## config.mk

```make
export PLATFORM = sky130hd
export DESIGN_NAME = urv_dm_wb_bridge
export DESIGN_NICKNAME = d
export VERILOG_FILES = /design/src/rtl/urv_dm_wb_bridge_pkg.sv /design/src/rtl/urv_bus_watchdog.sv /design/src/rtl/urv_dm_wb_bridge.sv
export SDC_FILE = /design/constraint.sdc
export NUM_CORES = 1
export LEC_CHECK = 0
export ABC_AREA = 0
export CAP_MARGIN = 20
export CORE_AREA = 10 10 126 128
export CTS_BUF_LIST = sky130_fd_sc_hd__clkbuf_4 sky130_fd_sc_hd__clkbuf_8
export DETAILED_ROUTE_END_ITERATION = 10
export DIE_AREA = 0 0 136 138
export HOLD_SLACK_MARGIN = 0.08
export PLACE_DENSITY = 0.79
export SLEW_MARGIN = 20
export SYNTH_ARGS = -nofsm -noshare
export SYNTH_HDL_FRONTEND = slang
export SYNTH_SLANG_ARGS = --single-unit
```

## constraint.sdc

```tcl
create_clock -name clk_i -period 2.4 [get_ports clk_i]
set_input_delay 0.72 -clock clk_i [delete_from_list [all_inputs] [get_ports clk_i]]
set_output_delay 0.72 -clock clk_i [all_outputs]
set_load 0.02 [all_outputs]
```

## src/rtl/urv_dm_wb_bridge_pkg.sv

```systemverilog
// rtl/urv_dm_wb_bridge_pkg.sv - shared types and constants for the uRV data-memory Wishbone bridge
package urv_dm_wb_bridge_pkg;

  typedef enum logic [1:0] {
    ST_IDLE     = 2'd0,
    ST_STROBE   = 2'd1,
    ST_WAIT_ACK = 2'd2,
    ST_DONE     = 2'd3
  } bridge_state_t;

  localparam logic [31:0] C_ERR_LOAD_VALUE = 32'hDEADBEEF;

  // Wishbone is word addressed; byte position is carried by the select lanes.
  function automatic logic [31:0] word_align(input logic [31:0] addr);
    return {addr[31:2], 2'b00};
  endfunction

endpackage

```

## src/rtl/urv_bus_watchdog.sv

```systemverilog
// rtl/urv_bus_watchdog.sv - saturating bus-cycle counter that flags a stuck Wishbone access
module urv_bus_watchdog #(
  parameter int g_timeout_cycles = 255
) (
  input  logic clk_i,
  input  logic rst_n_i,
  input  logic load_i,
  input  logic en_i,
  output logic expired_o
);

  localparam int          W       = (g_timeout_cycles > 0) ? $clog2(g_timeout_cycles + 1) : 1;
  localparam logic [W-1:0] LIMIT  = W'(g_timeout_cycles);
  localparam logic [W-1:0] ONE    = W'(1);
  localparam bit          ENABLED = (g_timeout_cycles > 0);

  logic [W-1:0] count;
  logic         at_limit;

  assign at_limit = (count == LIMIT);

  // Loading 1 makes the count equal the number of the bus cycle in progress.
  always_ff @(posedge clk_i or negedge rst_n_i) begin
    if (!rst_n_i) begin
      count <= '0;
    end else if (load_i) begin
      count <= ONE;
    end else if (en_i && !at_limit) begin
      count <= count + ONE;
    end
  end

  assign expired_o = ENABLED && en_i && at_limit;

endmodule

```

## src/rtl/urv_dm_wb_bridge.sv

```systemverilog
// rtl/urv_dm_wb_bridge.sv - uRV data-memory port to pipelined Wishbone B4 master with timeout and error capture
module urv_dm_wb_bridge
  import urv_dm_wb_bridge_pkg::*;
#(
  parameter int          g_timeout_cycles = 255,
  parameter logic [31:0] g_err_load_value = C_ERR_LOAD_VALUE
) (
  input  logic        clk_i,
  input  logic        rst_n_i,
  input  logic [31:0] dm_addr_i,
  input  logic [31:0] dm_data_s_i,
  input  logic [3:0]  dm_data_select_i,
  input  logic        dm_store_i,
  input  logic        dm_load_i,
  output logic        dm_ready_o,
  output logic [31:0] dm_data_l_o,
  output logic        dm_load_done_o,
  output logic        dm_store_done_o,
  output logic [31:0] wb_adr_o,
  output logic [31:0] wb_dat_o,
  output logic [3:0]  wb_sel_o,
  output logic        wb_we_o,
  output logic        wb_cyc_o,
  output logic        wb_stb_o,
  input  logic [31:0] wb_dat_i,
  input  logic        wb_ack_i,
  input  logic        wb_err_i,
  input  logic        wb_stall_i,
  output logic        bus_err_o,
  output logic [31:0] bus_err_addr_o
);

  bridge_state_t state;

  logic request;
  logic in_bus;
  logic resp_valid;
  logic expired;
  logic finish;
  logic fail;

  assign request = dm_load_i || dm_store_i;
  assign in_bus  = (state == ST_STROBE) || (state == ST_WAIT_ACK);

  // A response only counts in STROBE once the slave has taken the strobe.
  assign resp_valid = (state == ST_WAIT_ACK) || !wb_stall_i;
  assign finish     = in_bus && (expired || (resp_valid && (wb_ack_i || wb_err_i)));
  assign fail       = expired || (resp_valid && wb_err_i);

  urv_bus_watchdog #(
    .g_timeout_cycles(g_timeout_cycles)
  ) u_watchdog (
    .clk_i    (clk_i),
    .rst_n_i  (rst_n_i),
    .load_i   ((state == ST_IDLE) && request),
    .en_i     (in_bus),
    .expired_o(expired)
  );

  always_ff @(posedge clk_i or negedge rst_n_i) begin
    if (!rst_n_i) begin
      state           <= ST_IDLE;
      dm_ready_o      <= 1'b1;
      dm_data_l_o     <= '0;
      dm_load_done_o  <= 1'b0;
      dm_store_done_o <= 1'b0;
      wb_adr_o        <= '0;
      wb_dat_o        <= '0;
      wb_sel_o        <= '0;
      wb_we_o         <= 1'b0;
      wb_cyc_o        <= 1'b0;
      wb_stb_o        <= 1'b0;
      bus_err_o       <= 1'b0;
      bus_err_addr_o  <= '0;
    end else begin
      dm_load_done_o  <= 1'b0;
      dm_store_done_o <= 1'b0;
      bus_err_o       <= 1'b0;

      case (state)
        ST_IDLE: begin
          if (request) begin
            wb_adr_o   <= word_align(dm_addr_i);
            wb_dat_o   <= dm_data_s_i;
            wb_sel_o   <= dm_data_select_i;
            wb_we_o    <= dm_store_i;
            wb_cyc_o   <= 1'b1;
            wb_stb_o   <= 1'b1;
            dm_ready_o <= 1'b0;
            state      <= ST_STROBE;
          end
        end

        ST_STROBE, ST_WAIT_ACK: begin
          if (finish) begin
            wb_cyc_o <= 1'b0;
            wb_stb_o <= 1'b0;
            state    <= ST_DONE;
            if (wb_we_o) begin
              dm_store_done_o <= 1'b1;
            end else begin
              dm_load_done_o <= 1'b1;
              dm_data_l_o    <= fail ? g_err_load_value : wb_dat_i;
            end
            if (fail) begin
              bus_err_o      <= 1'b1;
              bus_err_addr_o <= wb_adr_o;
            end
          end else if ((state == ST_STROBE) && !wb_stall_i) begin
            wb_stb_o <= 1'b0;
            state    <= ST_WAIT_ACK;
          end
        end

        ST_DONE: begin
          dm_ready_o <= 1'b1;
          state      <= ST_IDLE;
        end

        default: begin
          wb_cyc_o   <= 1'b0;
          wb_stb_o   <= 1'b0;
          dm_ready_o <= 1'b1;
          state      <= ST_IDLE;
        end
      endcase
    end
  end

endmodule

```

---- Word-level counts from Yosys, hierarchy flattened ----
Cells that the tools add are included.
storage, ports and cells
  bits in writable memories ............... 0
  memories kept ........................... 0
  bits in read-only memories .............. 0
  input bits .............................. 107
  latch bits .............................. 0
  register bits after elaboration ......... 145
operators by class
  $lt $le $gt $ge ......................... 0
  reduce and logical (&&, ||, !) cells .... 27
  eq/ne operators ......................... 7
  bitwise operators ....................... 1
  add/subtract/negate cells ............... 1
  divide/modulo/power cells ............... 0
  muxes and demuxes ....................... 24
  shifts and indexed selects .............. 0
  multipliers ............................. 0
operators with widths
  cell                                                              number
  32-bit two-way mux                                                1
  8-bit two-way mux                                                 2
  1-bit two-way mux                                                 14
  3-bit AND reduction                                               4
  8-bit by 1-bit adder with 8-bit output (second input constant)    1
  8-bit == test (second input constant)                             1
  1-bit logical AND                                                 7
  1-bit logical OR                                                  6
  2-bit two-way mux                                                 3
  1-bit one-hot mux with 2 select lines                             3
  2-bit one-hot mux with 3 select lines                             1
  2-bit AND reduction                                               3
  2-bit nonzero test                                                3
  2-bit == test (second input constant)                             2
  2-bit != test (second input constant)                             2
  3-bit != test (second input constant)                             1
  2-bit by 1-bit == test with 1-bit output (second input constant)  1
  1-bit zero test                                                   2
  2-bit zero test                                                   1
  2-bit OR reduction                                                1
  1-bit NOT                                                         1

---- Depth between registers and ports, before layout ----
Gate-level depths: netlist of the first run.
  depth after elaboration ................. 7
  gate-level depth with buffers ........... 8

---- By module ----
Synthesis of the first run repeated with hierarchy kept, for this count alone.
unflattened totals
  cells, all modules ...................... 514
  area, all modules ....................... 5743.0 µm²
by module, submodules not included
  module            times used  area an instance (µm²)  seq. area each (µm²)  cells an instance
  urv_dm_wb_bridge  1           5251.3                  3429.5                466
  urv_bus_watchdog  1           491.7                   200.2                 48

---- Least setup slack after synthesis of the first run ----
No wires, ideal clock.
  kind .................................... in2reg
  from .................................... input port wb_stall_i
  to ...................................... register dm_data_l_o[15]
  library setup time ...................... 0.121 ns
  data arrival time ....................... 1.602 ns
  buffers on the path ..................... 1
  required time ........................... 2.279 ns
  cell stages on the path ................. 5
  setup slack ............................. 0.677 ns
  path through ............................ nand2b_1 nor3b_1 nand4_1 buf_2 o22a_1
between the ends
  longest elaborated chain between the ends .. 6
  elaborated cells between the ends (all ways) .. 9
  classes of those cells .................. 1 x mux; 8 x reduce/logical
ends and longest elaborated chain
  element                               line                     RTL
  start, declared                       urv_dm_wb_bridge.sv:28   input logic wb_stall_i,
  1-bit zero test *                     urv_dm_wb_bridge.sv:46   assign resp_valid = (state == ST_WAIT_ACK) || !wb_stall_i;
  1-bit logical OR *                    urv_dm_wb_bridge.sv:46
  1-bit logical AND                     urv_dm_wb_bridge.sv:47   assign finish = in_bus && (expired || (resp_valid && (wb_ack_i || wb_err_i)));
  1-bit logical OR                      urv_dm_wb_bridge.sv:47
  1-bit logical AND                     urv_dm_wb_bridge.sv:47
  3-bit AND reduction (no source line)  n/a
  end signal, assigned                  urv_dm_wb_bridge.sv:103  dm_data_l_o <= fail ? g_err_load_value : wb_dat_i;
  end, declared                         urv_dm_wb_bridge.sv:16   output logic [31:0] dm_data_l_o,
Every way passes the cells marked *; elsewhere a longest branch is shown, timed or not.
A chain may end at the register's enable or synchronous reset.

---- Final worst setup path of the first run ----
  from .................................... register dm_ready_o
  to ...................................... output port dm_ready_o
RTL lines
  element                 line                     RTL
  start, declared         urv_dm_wb_bridge.sv:15   output logic dm_ready_o,
  start signal, assigned  urv_dm_wb_bridge.sv:63   dm_ready_o <= 1'b1;
  start signal, assigned  urv_dm_wb_bridge.sv:89   dm_ready_o <= 1'b0;
  start signal, assigned  urv_dm_wb_bridge.sv:116  dm_ready_o <= 1'b1;
No word-level cell between the ends.

==> results.yml, run 1 <==
run_status:
  outcome: "finished, final reports clean"
timing:
  rsz0062_at_grt: "false"
  setup_viol: 0
  slew_viol_final: 0
  worst_slew_pin_slew_ns: 0.5320
  skew_ns: 0.007561
  hold_viol: 0
  worst_slack_ns: 0.07920
  whs_ns: 0.2369
  setup_tns_ns: 0
  layout_min_cycle_time_ns: 2.321
  max_clock_freq_ghz: 0.4309
  timing.slew.headroom: 0.6453
  fin_crit_sh: 0.9670
synthesis:
  synth_ff_type: "dfrtp_1"
  yosys.area.top_type: "dfrtp_1"
  netlist_instances: 517
  ys_seq_area_frac: 0.6347
  avgSynthCellArea_um2: 11.06
  synthDistinctLibCells: 44
  synth_edf_count: 0
  synth_area_um2: 5719
  yosysTopAreaCellShare: 0.6301
  synth-async-reset-ratio: 1.000
  synth_area_leaders: "dfrtp_1, nand2_1, mux2_2"
  ys_ff_latch: 145
  yosysWarnings: 0
floorplan:
  rows: 43
  io_pins: 246
  start_util: 0.4235
  chipWidth_um: 136
  fp.dieArea_um2: 18770
  fp.dieH_um: 138
  core-area_um2: 13500
route:
  avgRoutedWirePerCell_um: 17.15
  drt_first_pass_iters: 4
  vias_per_cell: 4.823
  drcViolationCount: 0
  ant_nets: 0
  vias: 4601
  routed_wl_um: 16360
  drt-initial-drc-count: 185
final_layout:
  multi_input_area_um2: 1913
  final_common_cell: "clkdlybuf4s50_1"
  drive_above_1_share: 0.1124
  mostFrequentLayoutCells: "clkdlybuf4s50_1, nand2_1, dfrtp_1, mux2_2, o22a_1"
  n_antenna_cell: 0
  regArea_um2: 3630
  nets: 873
  fill_cells: 1021
  syn_to_final_growth_pct: 53.62
placed_design:
  place_congestion: 0.7407
  hpwlAfterDp_um: 12320
  pre_cts_ws_ns: 0.1328
  io_buffers: 239
critical_path:
  r2r_end: "u_watchdog.count[5]"
  rrSetupSlack_ns: 0.38
  worstPathCellList: "clkdlybuf4s50_1"
  critPathLaunchType: "flip-flop"
  arrival_ns: 1.60
  required_ns: 1.68
  worst-path-max-fanout: 3
  max_stage_delay_ns: 0.61
  r2r-start: "state[1]"
  crit_type: "flip-flop to output port"
  crit_buf_inv: 1
  endpoint_kind: "output port"
  cp_top_family: "buffers and inverters"
  rr_worst_depth: 6
  critPathSlowestCell: "clkdlybuf4s50_1"
pwr:
  p_leak_uw: 0.003977
  peakVddDrop_mv: 0.7592
  power_density_nw_per_um2: 1377
clock_network:
  htree_levels: 4
  cts_tree: "done"
  cts.sink_count: 145
  cts.clk_slew.worst_paths_ns: 0.07
  postCtsSetupBuffers: 0
  numCtsBuffers: 17
  clk_latency_ns: 0.44
  hold_buffers: 0
  cts_buffer_depth: 2
  post_cts_resized: 0
  clock-root-buffer: "clkbuf_8"
grt:
  overflow: 0
  grt_pass1_wl_um: 26160
  grt_max_degree: 60
  antenna_found_initial: 0
  grt_pass1_vias: 4853
  track_usage: 0.1736
hold_path:
  hold_class: "input pin to asynchronous set/reset pin"
flow_run:
  maxCapViolCount: 0
-- worst max path at each step --
| stage | start | end | slack (ns) | cells past startpoint |
|---|---|---|---|---|
| floorplan | wb_stall_i | dm_data_l_o[15] | 0.68 | 5 |
| global placement | wb_stall_i | bus_err_addr_o[5] | 0.15 | 6 |
| detailed placement | wb_stall_i | bus_err_addr_o[13] | 0.13 | 6 |
| CTS | dm_ready_o | dm_ready_o | 0.04 | 1 |
| global route | dm_ready_o | dm_ready_o | 0.03 | 1 |
| finish | dm_ready_o | dm_ready_o | 0.08 | 1 |
-- stage by stage --
step           power (uW)  instance area, um2  instances  utilization
2_1_floorplan        7242                5731        520            -
3_3_place_gp         9963                8343        922       0.6178
3_5_place_dp        10170                8343        922       0.6178
4_1_cts             12270                8786        954       0.6506
5_1_grt             12890                8786        954       0.6506
6_report            12100                8786        954       0.6506
-- sequential cells by signal, indices dropped and copies added (netlist names) --
register / flops
wb_cyc_o: 1
dm_ready_o: 1
wb_dat_o: 32
wb_adr_o: 30
bus_err_addr_o: 30
wb_we_o: 1
dm_store_done_o: 1
u_watchdog.count: 8
bus_err_o: 1
wb_stb_o: 1
state: 2
dm_load_done_o: 1
dm_data_l_o: 32
wb_sel_o: 4
-- area by class of cell --
| cell class | instances | share of cell area |
|---|---|---|
| repair buffers | 252 | 0.2907 |
| multi-input cells | 340 | 0.2177 |
| clock buffers | 23 | 0.03603 |
| inverters | 5 | 0.002421 |
| flip-flops and latches | 145 | 0.4131 |
| clock inverters | 9 | 0.01438 |
| well taps | 180 | 0.02563 |
-- power breakdown --
| group | leakage (uW) | internal (uW) | switching (uW) |
|---|---|---|---|
| Clock | 0.000228 | 1190 | 875 |
| Combinational | 0.00199 | 2820 | 3060 |
| Sequential | 0.00176 | 3510 | 643 |
-- synthesized netlist by cell type (3+ instances only) --
cell	number
nand2_1	208
nor2b_1	3
dfrtp_1	144
nand3_1	3
buf_2	10
inv_1	4
o22a_1	24
a21oi_1	5
buf_4	6
clkbuf_1	7
buf_6	5
o21ai_0	7
nand4_1	4
a22o_1	10
a211oi_1	4
nor2_1	6
mux2_2	30
ha_1	5
-- logic make-up (layout without fill, tap and decap cells) --
logic type	count (synthesis)	in the layout	share of synthesized area
muxes	31	31	0.06082
adders and majority gates	5	5	0.01094
buffers and inverters	35	289	0.03610
xor gates and xnor gates	2	2	0.003063
and+or+nand+nor	239	239	0.1713
other	1	4	0.0006557
AOI/OAI and AO/OA	59	59	0.08247
DFF	145	145	0.6347
-- layer usage --
| metal | GRT usage | vias to the layer above | part of all wire |
|---|---|---|---|
| li1 | - | 2191 | - |
| met1 | 0.1915 | 2225 | 0.38 |
| met2 | 0.2830 | 167 | 0.48 |
| met3 | 0.09094 | 18 | 0.12 |
| met4 | 0.05272 | 0 | 0.014 |
| met5 | 0 | - | 0 |
(Power assumes the default switching activity.)
==> inputs of run 2 (changes only) <==
- CORE_AREA: 10 10 126 128 -> 2 2 118 120
- DIE_AREA: 0 0 136 138 -> 0 0 120 122
==> results.yml, run 2 (synthesis results as in run 1) <==
run_status:
  outcome: "finished, final reports clean"
route:
  avgRoutedWirePerCell_um: 15.27
  drt-initial-drc-count: 330
  drcViolationCount: 0
  vias_per_cell: 4.863
  vias: 4639
  routed_wl_um: 14570
  drt_first_pass_iters: 6
  ant_nets: 0
final_layout:
  nets: 873
  n_antenna_cell: 0
  mostFrequentLayoutCells: "clkdlybuf4s50_1, nand2_1, dfrtp_1, mux2_2, o22a_1"
  final_common_cell: "clkdlybuf4s50_1"
  drive_above_1_share: 0.1124
  final_area_um2: 8752
  fill_cells: 1023
  regArea_um2: 3630
  syn_to_final_growth_pct: 53.03
  multi_input_area_um2: 1913
  top_regs: "dm_data_l_o x32, wb_dat_o x32"
critical_path:
  crit_buf_inv: 1
  crit_type: "flip-flop to output port"
  cp_top_family: "buffers and inverters"
  worst-path-max-fanout: 3
  max_stage_delay_ns: 0.60
  worstPathCellList: "clkdlybuf4s50_1"
  critPathSlowestCell: "clkdlybuf4s50_1"
  critPathLaunchType: "flip-flop"
  endpoint_kind: "output port"
  arrival_ns: 1.57
  required_ns: 1.68
pwr:
  comb_power_share: 0.485
  p_int_uw: 7455
  power_density_nw_per_um2: 1372
  switching_share: 0.3790
  power_switching_uw: 4550
  pwr-share-seq: 0.347
  peakVddDrop_mv: 0.7776
  clockPowerShare: 0.169
  p_leak_uw: 0.003964
placed_design:
  place_congestion: 0.7890
  io_buffers: 239
  dpl-instance-area_um2: 8330
  hpwlAfterDp_um: 10410
floorplan:
  rows: 43
  core-area_um2: 13500
  chipWidth_um: 120
  fp.dieArea_um2: 14640
  io_pins: 246
  start_util: 0.4235
  fp.dieH_um: 122
clock_network:
  cts.sink_count: 145
  clk_latency_ns: 0.43
  cts_tree: "done"
  post_cts_resized: 0
  htree_levels: 4
  clock-root-buffer: "clkbuf_8"
  hold_buffers: 0
  postCtsSetupBuffers: 0
  numCtsBuffers: 17
  cts_buffer_depth: 2
  cts.clk_slew.worst_paths_ns: 0.08
hold_path:
  hold_class: "input pin to asynchronous set/reset pin"
grt:
  overflow: 0
  track_usage: 0.2012
  grt_pass1_wl_um: 23350
  grt_max_degree: 56
  antenna_found_initial: 0
  grt_pass1_vias: 4822
timing:
  fin_crit_sh: 0.9550
  layout_min_cycle_time_ns: 2.292
  hold_viol: 0
  setup_tns_ns: 0
  setup_viol: 0
  whs_ns: 0.2397
  slew_viol_final: 0
  rsz0062_at_grt: "false"
  timing.slew.headroom: 0.6629
  worst_slew_pin_slew_ns: 0.5057
  skew_ns: 0.01131
  max_clock_freq_ghz: 0.4363
flow_run:
  maxCapViolCount: 0
[run 2: changes by cell type in the layout (fill, tap and decap cells not counted)]
cell	before	now
inv_6	0	1
clkinv_2	4	5
clkbuf_8	23	20
buf_12	5	4
buf_4	8	9
clkbuf_4	0	2
clkinv_4	1	0
[run 2: final cells by class]
type	count	area share
clock buffers	22	0.03317
clock inverters	10	0.01501
inverters	5	0.002430
multi-input cells	340	0.2186
flip-flops and latches	145	0.4147
well taps	180	0.02573
repair buffers	252	0.2904
[run 2: worst paths after layout]
kind	slack, ns	endpoint	cells after the start	startpoint
setup / recovery	0.11	dm_ready_o	1	dm_ready_o
hold / removal	0.24	bus_err_addr_o[16]	1	rst_n_i
setup reg to reg	0.40	bus_err_addr_o[14]	5	state[0]
hold reg to reg	0.48	wb_dat_o[2]	2	wb_dat_o[2]
max in group asynchronous	1.48	bus_err_addr_o[4]	2	rst_n_i
min in group clk_i	0.48	wb_dat_o[2]	2	wb_dat_o[2]
[run 2: metal layers]
metal | wire (um) | part of all wire | vias to the layer above | track usage
li1 | - | - | 2191 | -
met1 | 6006 | 0.41 | 2240 | 0.2417
met2 | 7074 | 0.49 | 181 | 0.3324
met3 | 1204 | 0.083 | 27 | 0.07069
met4 | 282 | 0.019 | 0 | 0.08015
met5 | 0 | 0 | - | 0
[run 2: per-stage QoR]
step | worst slack (ns) | std cells | power, uW | util
CTS | 0.06238 | 954 | 12140 | 0.6481
floorplan | 0.6771 | 520 | 7242 | -
global placement | 0.1292 | 922 | 9867 | 0.6169
detailed placement | 0.09853 | 922 | 10060 | 0.6169
finish | 0.1079 | 954 | 12000 | 0.6481
global route | 0.05488 | 954 | 12750 | 0.6481
[run 2: power by group through the flow]
stage	clock network, uW	logic (uW)	registers [uW]
floorplan	0	1910	5330
global placement	0	5730	4140
detailed placement	0	5850	4220
CTS	2090	5880	4170
global route	2180	6270	4300
finish	2020	5820	4160
==> inputs of run 3 (changes only) <==
- RECOVER_POWER: default -> 50
==> results.yml, run 3 (synthesis results as in run 1) <==
clock_network:
  cts_tree: "done"
  cts.clk_slew.worst_paths_ns: 0.08
  numCtsBuffers: 17
  clk_latency_ns: 0.43
  post_cts_resized: 0
  hold_buffers: 0
  cts.sink_count: 145
  postCtsSetupBuffers: 0
  htree_levels: 4
  clock-root-buffer: "clkbuf_8"
  cts_buffer_depth: 2
timing:
  layout_min_cycle_time_ns: 2.292
  rsz0062_at_grt: "false"
  worst_slew_pin_slew_ns: 1.350
  hold_viol: 0
  skew_ns: 0.01129
  setup_tns_ns: 0
  setup_viol: 0
  timing.slew.headroom: 0.09988
  fin_crit_sh: 0.9552
  slew_viol_final: 0
  max_clock_freq_ghz: 0.4362
route:
  vias: 4636
  drcViolationCount: 0
  avgRoutedWirePerCell_um: 15.25
  wl_met2_um: 7107
  routed_wl_um: 14550
  m1WireLength_um: 5935
  ant_nets: 0
  vias_per_cell: 4.860
  drt-initial-drc-count: 310
  highest_layer: "met4"
  drt_first_pass_iters: 5
  met3_wirelength_um: 1212
critical_path:
  arrival_ns: 1.57
  crit_buf_inv: 1
  worstPathCellList: "clkdlybuf4s50_1"
  startpoint: "dm_ready_o"
  endpoint_kind: "output port"
  r2r-start: "state[0]"
  cp_top_family: "buffers and inverters"
  critPathLaunchType: "flip-flop"
  crit_type: "flip-flop to output port"
  max_stage_delay_ns: 0.60
  critPathSlowestCell: "clkdlybuf4s50_1"
  worst-path-max-fanout: 3
  required_ns: 1.68
placed_design:
  io_buffers: 239
  hpwlAfterDp_um: 10410
  place_congestion: 0.7890
pwr:
  clockPowerShare: 0.169
  power_density_nw_per_um2: 1374
  pwr-share-seq: 0.348
  switching_share: 0.3797
  comb_power_share: 0.483
  p_int_uw: 7423
  power_switching_uw: 4544
  p_leak_uw: 0.003939
  peakVddDrop_mv: 0.7777
floorplan:
  rows: 43
  fp.dieArea_um2: 14640
  io_pins: 246
  core-area_um2: 13500
  start_util: 0.4235
  chipWidth_um: 120
  fp.dieH_um: 122
hold_path:
  hold_class: "flip-flop to flip-flop"
  hold_path_startpoint: "wb_dat_o[2]"
final_layout:
  nets: 873
  syn_to_final_growth_pct: 52.33
  n_antenna_cell: 0
  utilization: 0.6451
  mostFrequentLayoutCells: "clkdlybuf4s50_1, nand2_1, dfrtp_1, mux2_2, o22a_1"
  top_regs: "dm_data_l_o x32, wb_dat_o x32"
  final_common_cell: "clkdlybuf4s50_1"
  drive_above_1_share: 0.1059
grt:
  overflow: 0
  grt_pass1_wl_um: 23350
  track_usage: 0.2012
  antenna_found_initial: 0
  grt_max_degree: 56
  grt_pass1_vias: 4822
run_status:
  outcome: "finished, final reports clean"
flow_run:
  maxCapViolCount: 0
[run 3: cell count changes in the layout (fill, tap and decap cells not counted), sizes merged]
cell,previous run,this run
clkdlybuf4s50,238,237
clkbuf,22,30
dlygate4sd3,0,1
buf,14,6
[run 3: layout make-up]
class                           instances  area, um2
Timing Repair Buffer                  252       2501
Clock buffer                           22      290.3
Clock inverter                         10      131.4
Inverter                                5      21.27
Tap cell                              180      225.2
Multi-Input combinational cell        340       1913
Fill cell                            1032       4792
Sequential cell                       145       3630
[run 3: tightest hold or removal path, cell delays in order, from the launching register on]
cell and delay, ns:
dfrtp_1 0.35, nand2_1 0.05, nand2_1 0.05
[run 3: metal layers]
layer | up-vias | track usage
met4 | 0 | 0.08015
met5 | - | 0
li1 | 2190 | -
met2 | 188 | 0.3324
met1 | 2230 | 0.2417
met3 | 28 | 0.07069
[run 3: path summary, 6_finish.rpt]
kind / endpoint / slack, ns / cells after the start
hold reg to reg: wb_dat_o[2] / 0.48 / 2
max in group asynchronous: dm_data_l_o[14] / 0.48 / 2
setup / recovery: dm_ready_o / 0.11 / 1
setup reg to reg: wb_dat_o[21] / 0.41 / 6
min in group asynchronous: wb_sel_o[1] / 0.60 / 1
hold / removal: wb_dat_o[2] / 0.48 / 2
[run 3: power groups by stage]
stage	Combinational, uW	Sequential (uW)	Clock (uW)
3_5_place_dp	5850	4220	0
4_1_cts	5880	4170	2090
2_1_floorplan	1910	5330	0
3_3_place_gp	5730	4140	0
6_report	5780	4160	2020
5_1_grt	6240	4300	2180
[run 3: per-stage QoR]
step | instance area [um2] | hold slack (ns) | std cells | setup slack, ns | power (uW)
global placement | 8330 | 0.4582 | 922 | 0.1292 | 9867
global route | 8712 | 0.5059 | 954 | 0.03531 | 12710
detailed placement | 8330 | 0.4630 | 922 | 0.09853 | 10060
finish | 8712 | 0.4760 | 954 | 0.1076 | 11970
CTS | 8752 | 0.2295 | 954 | 0.06238 | 12140
floorplan | 5731 | 0.4244 | 520 | 0.6771 | 7242
